$ cat config.mk
export PLATFORM = sky130hd
export DESIGN_NAME = fetch_unit
export DESIGN_NICKNAME = d
export VERILOG_FILES = /design/src/rtl/fetch_unit_pkg.sv /design/src/rtl/if_id_reg.sv /design/src/rtl/fetch_unit.sv
export SDC_FILE = /design/constraint.sdc
export NUM_CORES = 1
export LEC_CHECK = 0
export ABC_AREA = 1
export BUFFER_PORTS_ARGS = -buffer_cell sky130_fd_sc_hd__buf_2
export CORE_MARGIN = 2
export CORE_UTILIZATION = 58
export CTS_BUF_LIST = sky130_fd_sc_hd__clkbuf_4
export CTS_CLUSTER_DIAMETER = 40
export DETAILED_ROUTE_END_ITERATION = 10
export PLACE_DENSITY = 0.88
export SLEW_MARGIN = 20
export SYNTH_ARGS = -nofsm -noshare
export SYNTH_HDL_FRONTEND = slang
export SYNTH_HIERARCHICAL = 1
export SYNTH_SLANG_ARGS = --single-unit
$ cat constraint.sdc
create_clock -name clk -period 5.5 [get_ports clk]
set_clock_uncertainty 0.05 [all_clocks]
set_input_delay 1.65 -clock clk [delete_from_list [all_inputs] [get_ports clk]]
set_output_delay 1.65 -clock clk [all_outputs]
set_load 0.1 [all_outputs]
$ cat src/rtl/fetch_unit_pkg.sv
// fetch_unit_pkg: shared fetch-stage state encoding and default vector addresses
package fetch_unit_pkg;
  typedef enum logic [1:0] {RST_VEC = 2'd0, RUN = 2'd1, INT_VEC = 2'd2} state_t;
  localparam int RESET_VEC_DEFAULT = 0;
  localparam int INT_VEC_DEFAULT = 1;
endpackage

$ cat src/rtl/if_id_reg.sv
// if_id_reg: pipeline stage register with enable and synchronous clear (clear wins)
module if_id_reg #(
  parameter int W = 8
) (
  input  logic         clk,
  input  logic         rstn,
  input  logic         en,
  input  logic         clr,
  input  logic [W-1:0] d,
  output logic [W-1:0] q
);
  always_ff @(posedge clk or negedge rstn)
    if (!rstn) q <= '0;
    else if (clr) q <= '0;
    else if (en) q <= d;
endmodule

$ cat src/rtl/fetch_unit.sv
// fetch_unit: PC, IF/ID register, reset-vector load and interrupt injection
module fetch_unit
  import fetch_unit_pkg::*;
#(
  parameter int ADDR_W = 8,
  parameter int DATA_W = 8,
  parameter int RESET_VEC_ADDR = RESET_VEC_DEFAULT,
  parameter int INT_VEC_ADDR = INT_VEC_DEFAULT
) (
  input  logic              clk,
  input  logic              rstn,
  input  logic              stall,
  input  logic              flush,
  input  logic [ADDR_W-1:0] branch_target,
  input  logic              intr,
  output logic [ADDR_W-1:0] imem_addr,
  input  logic [DATA_W-1:0] imem_rdata,
  output logic [ADDR_W-1:0] pc_current,
  output logic [DATA_W-1:0] if_id_instr,
  output logic [ADDR_W-1:0] if_id_pc_plus1,
  output logic              if_id_valid,
  output logic              if_id_is_int,
  output logic              int_ack
);
  localparam int W = DATA_W + ADDR_W + 2;
  state_t state;
  logic [ADDR_W-1:0] pc, pc_plus1;
  logic intr_q, int_pending, int_edge, take_int, rearm, clr;
  logic [W-1:0] d, q;
  assign pc_plus1 = pc + ADDR_W'(1);
  assign int_edge = intr & ~intr_q;
  assign take_int = (state == RUN) & ~flush & ~stall & int_pending;
  assign rearm = (state == INT_VEC) & flush;
  assign clr = (state == RST_VEC) | flush | ((state == INT_VEC) & ~stall);
  assign imem_addr = (state == RST_VEC) ? ADDR_W'(RESET_VEC_ADDR) :
                     (state == INT_VEC) ? ADDR_W'(INT_VEC_ADDR) : pc;
  assign d = int_pending ? {DATA_W'(0), pc, 2'b11} : {imem_rdata, pc_plus1, 2'b10};
  assign pc_current = pc;
  assign {if_id_instr, if_id_pc_plus1, if_id_valid, if_id_is_int} = q;
  if_id_reg #(.W(W)) u_if_id (
    .clk (clk),
    .rstn(rstn),
    .en  (~stall),
    .clr (clr),
    .d   (d),
    .q   (q)
  );
  always_ff @(posedge clk or negedge rstn) begin
    if (!rstn) begin
      state <= RST_VEC;
      pc <= '0;
      intr_q <= 1'b0;
      int_pending <= 1'b0;
      int_ack <= 1'b0;
    end else begin
      intr_q <= intr;
      int_pending <= int_edge | rearm | (int_pending & ~take_int);
      int_ack <= take_int;
      case (state)
        RST_VEC: begin
          pc <= ADDR_W'(imem_rdata);
          state <= RUN;
        end
        RUN: begin
          if (flush) pc <= branch_target;
          else if (!stall && !int_pending) pc <= pc_plus1;
          if (take_int) state <= INT_VEC;
        end
        INT_VEC: begin
          if (flush) begin
            pc <= branch_target;
            state <= RUN;
          end else if (!stall) begin
            pc <= ADDR_W'(imem_rdata);
            state <= RUN;
          end
        end
        default: state <= RST_VEC;
      endcase
    end
  end
endmodule
==> summary by stage <==
Finish
The post-layout instance count excluding filler cells is 380. The number of fill cells is 309. The area growth from synthesis to layout is 14.51%. The post-layout utilization of the core is about 69%.

The repair_antennas step left the layout with diodes totalling 0. The final layout contains 360 nets. The post-route netlist has about 22% of its cells at a drive strength greater than 1.

Synth
The total of warnings raised by yosys is 6. After synthesis, the share of flip-flops with an asynchronous set or reset is 100.0%. After synthesis, the cell types taking the most area are dfrtp_1, nand2_1, nand3_1. The share of synthesized area in the top cell type comes to 38.94%.

The cell count after synthesis came out at ~280. The count of distinct cell types in the synthesized netlist is 27. Summing the sequential cell areas from Yosys gives 38.94% of the chip area. The dominant cell type by area after synthesis is dfrtp_1. Among all cell types in the netlist, the one instantiated most often is nand2_1.

The mean area per synthesized cell is approximately 7 um^2. The number of enable flip-flop cells after synthesis is 0. The post-synthesis net count is 310. The register bit count reported by yosys is 31. After synthesis the cells add up to 1992 um^2. The commonest register cell after synthesis is dfrtp_1. The commonest cells after synthesis are nand2_1, inv_1, nand3_1.

Critical path
The arrival time reported for the critical path endpoint is 1520 ps. At the worst endpoint, the required time is roughly 3800 ps. The delay of the slowest cell on the worst path is roughly 590 ps.

The largest individual stage delay along the critical path comes from the cell dfrtp_1. The critical path class is flip-flop to output port. The worst setup path is launched from a flip-flop.

The signal on the critical path passes through nand2_1, o21ai_0, buf_2. The kind of end point of the critical path is an output port. The highest net fanout along the worst path is 12. The number of buffers and inverters on the critical path is 1.

The setup check on the worst reg-to-reg path leaves a slack of 3130 ps. In this design, the largest share of critical-path delay is due to flip-flops.

Placement
The number of placed instances with taps included is approximately 370. The count of buffers from port buffering is 55. The congestion estimate from routability-driven global placement came to 0.8886. The detailed placer's ending HPWL is about 3400 um. The pre-CTS worst setup slack is 2421 ps.

Floorplanning
The initial utilization of the core area, before any placement, comes to roughly three fifths. The area of the die is roughly 3900 um^2. The number of primary I/O pins is between 50 and 60. The die is roughly 63 um tall.

The number of rows in the core area is 21. The area of the core is 3311 um^2. The overall die width is 62.61 um.

Global routing
Entering global routing, the biggest net connects 32 pins. The via count of the first global-routing pass is 1816. For met1 alone, demand over resource in global routing was around 32%. The first global-routing pass estimated 7845 um of wire. After global routing, the most crowded layer is met2. The total track usage is about a quarter. The number of antenna violations at the first check in global routing is 0. In the global route stage, met2 resource usage came out at 40.86%. For this run the aggregate overflow at the end of global routing stands at 0. For this run, global-route usage on met3 was measured as 6.486%.

Detailed routing
The violation count after the first detailed-routing iteration is 136. After detailed routing, the number of remaining DRC violations is 0. Summed over all layers, the routed wires come to 4539 um. After detailed routing, the average wire length per cell comes to approximately 12 um.

For this run, the detailed router's first-pass iteration total came to 4. The number of routed nets with antenna violations is 0. After detailed routing, the number of vias per cell comes to about 5.2. The final route contains 1964 vias.

Clock network
In this run, post-CTS hold repair placed 0 buffers. The number of gates resized after CTS was 0. TritonCTS built the clock tree. At the later pin of the worst-skew pair, clock insertion delay measures 340 ps. The total CTS buffers is 5.

The maximum clock insertion buffer count is 2. In this run the clock root is driven by a clkbuf_4. The count of H-tree levels built during CTS is 2. After clock tree synthesis, the setup repair step added 0 buffers. The clock net in this run drives a total of 31 sinks. Clock-pin slew was measured on the worst setup and hold paths at 100 ps.

STA
The final critical path takes up 58.60% of the cycle. For the pin with the worst max-slew slack, the measured transition is 721.0 ps. For this run, the top clock speed supported by timing is between 300 and 400 MHz. The max-slew violation count is 0. The summed negative setup slack over all endpoints is 0 ps.

The worst path in the final design needs a cycle of 3223 ps, including I/O delays and setup. Setup repair after global routing left no endpoint under its margin. Setup violations remaining at the end of the flow were counted as 0. Measured against its own limit, the worst slew margin works out to 51.43%.

The least setup slack across all paths after layout is about 2300 ps. The final count of hold timing violations is 0.

Outcome
The run finished with clean final reports.

Min path
The worst min-delay path category is flip-flop to flip-flop.

Job
Across the run, the number of max-cap violations was 0.
layout make-up:
type                    instances  area, um^2  share of cell area (%)
clock buffers                   5       37.54                   1.646
clock inverters                 2       8.758                  0.3840
multi-input cells             203       983.4                   43.12
well taps                      46       57.56                   2.523
flip-flops and latches         31       775.7                   34.01
repair buffers                 55       275.3                   12.07
inverters                      38       142.6                   6.253
sequential cells by signal, indices dropped and copies added, names as in the netlist:
register,count
pc_current,8
state,2
u_if_id/q,18
intr_q,1
int_ack,1
int_pending,1
cells in the final DEF, fill, tap and decap left out:
cell and count:
o21ai_0 20, nand2_1 96, xnor2_1 2, a21oi_1 5
dfrtp_1 31, nor3_1 1, buf_2 55, o221ai_1 1
inv_1 34, o21ai_2 1, a21oi_2 3, nor2_2 2
inv_2 3, ha_1 5, nand3_2 3, clkinv_2 1
nor2_8 2, nand3_1 32, clkinv_1 2, clkbuf_4 5
nand4_1 2, conb_1 1, nor2_1 24, o211ai_1 2
o21ai_1 1
logic make-up (layout without fill, tap and decap cells):
group | Yosys count | in the layout | synth area share (%)
fa+ha+maj | 5 | 5 | 3.141
buf+inv | 50 | 100 | 11.68
flops | 31 | 31 | 38.94
compound gates | 33 | 33 | 9.485
xor+xnor | 2 | 2 | 0.8796
other cells | 1 | 1 | 0.1883
simple gates | 162 | 162 | 35.68
tightest hold or removal path: stages, from the launching register on:
cell and delay [ps]:
dfrtp_1 350, nand2_1 50, nand2_1 40
per-stage QoR:
stage	area [um^2]	hold WS, ps
floorplan	1992	392.6
global route	2281	447.8
finish	2281	421.5
global placement	2235	400.4
detailed placement	2235	403.8
CTS	2281	424.8
layer usage:
layer  vias up  routed length [um]
met5         -                   0
met4         0                  51
met3         7                 364
met2        82                2071
met1       881                2050
li1        994                   -
worst paths after layout:
kind                                   start      endpoint  cells past startpoint
min in group asynchronous               rstn      state[1]                      1
worst max-delay path                state[0]  imem_addr[0]                      3
worst min register to register  u_if_id/q[7]  u_if_id/q[7]                      2
worst min-delay path            u_if_id/q[7]  u_if_id/q[7]                      2
worst max register to register      state[0]  u_if_id/q[4]                      7
max in group asynchronous               rstn  u_if_id/q[5]                      1
Power is left out: the tool's default activity adds up to more than one toggle a clock period on the data nets, which glitch-free logic cannot reach.
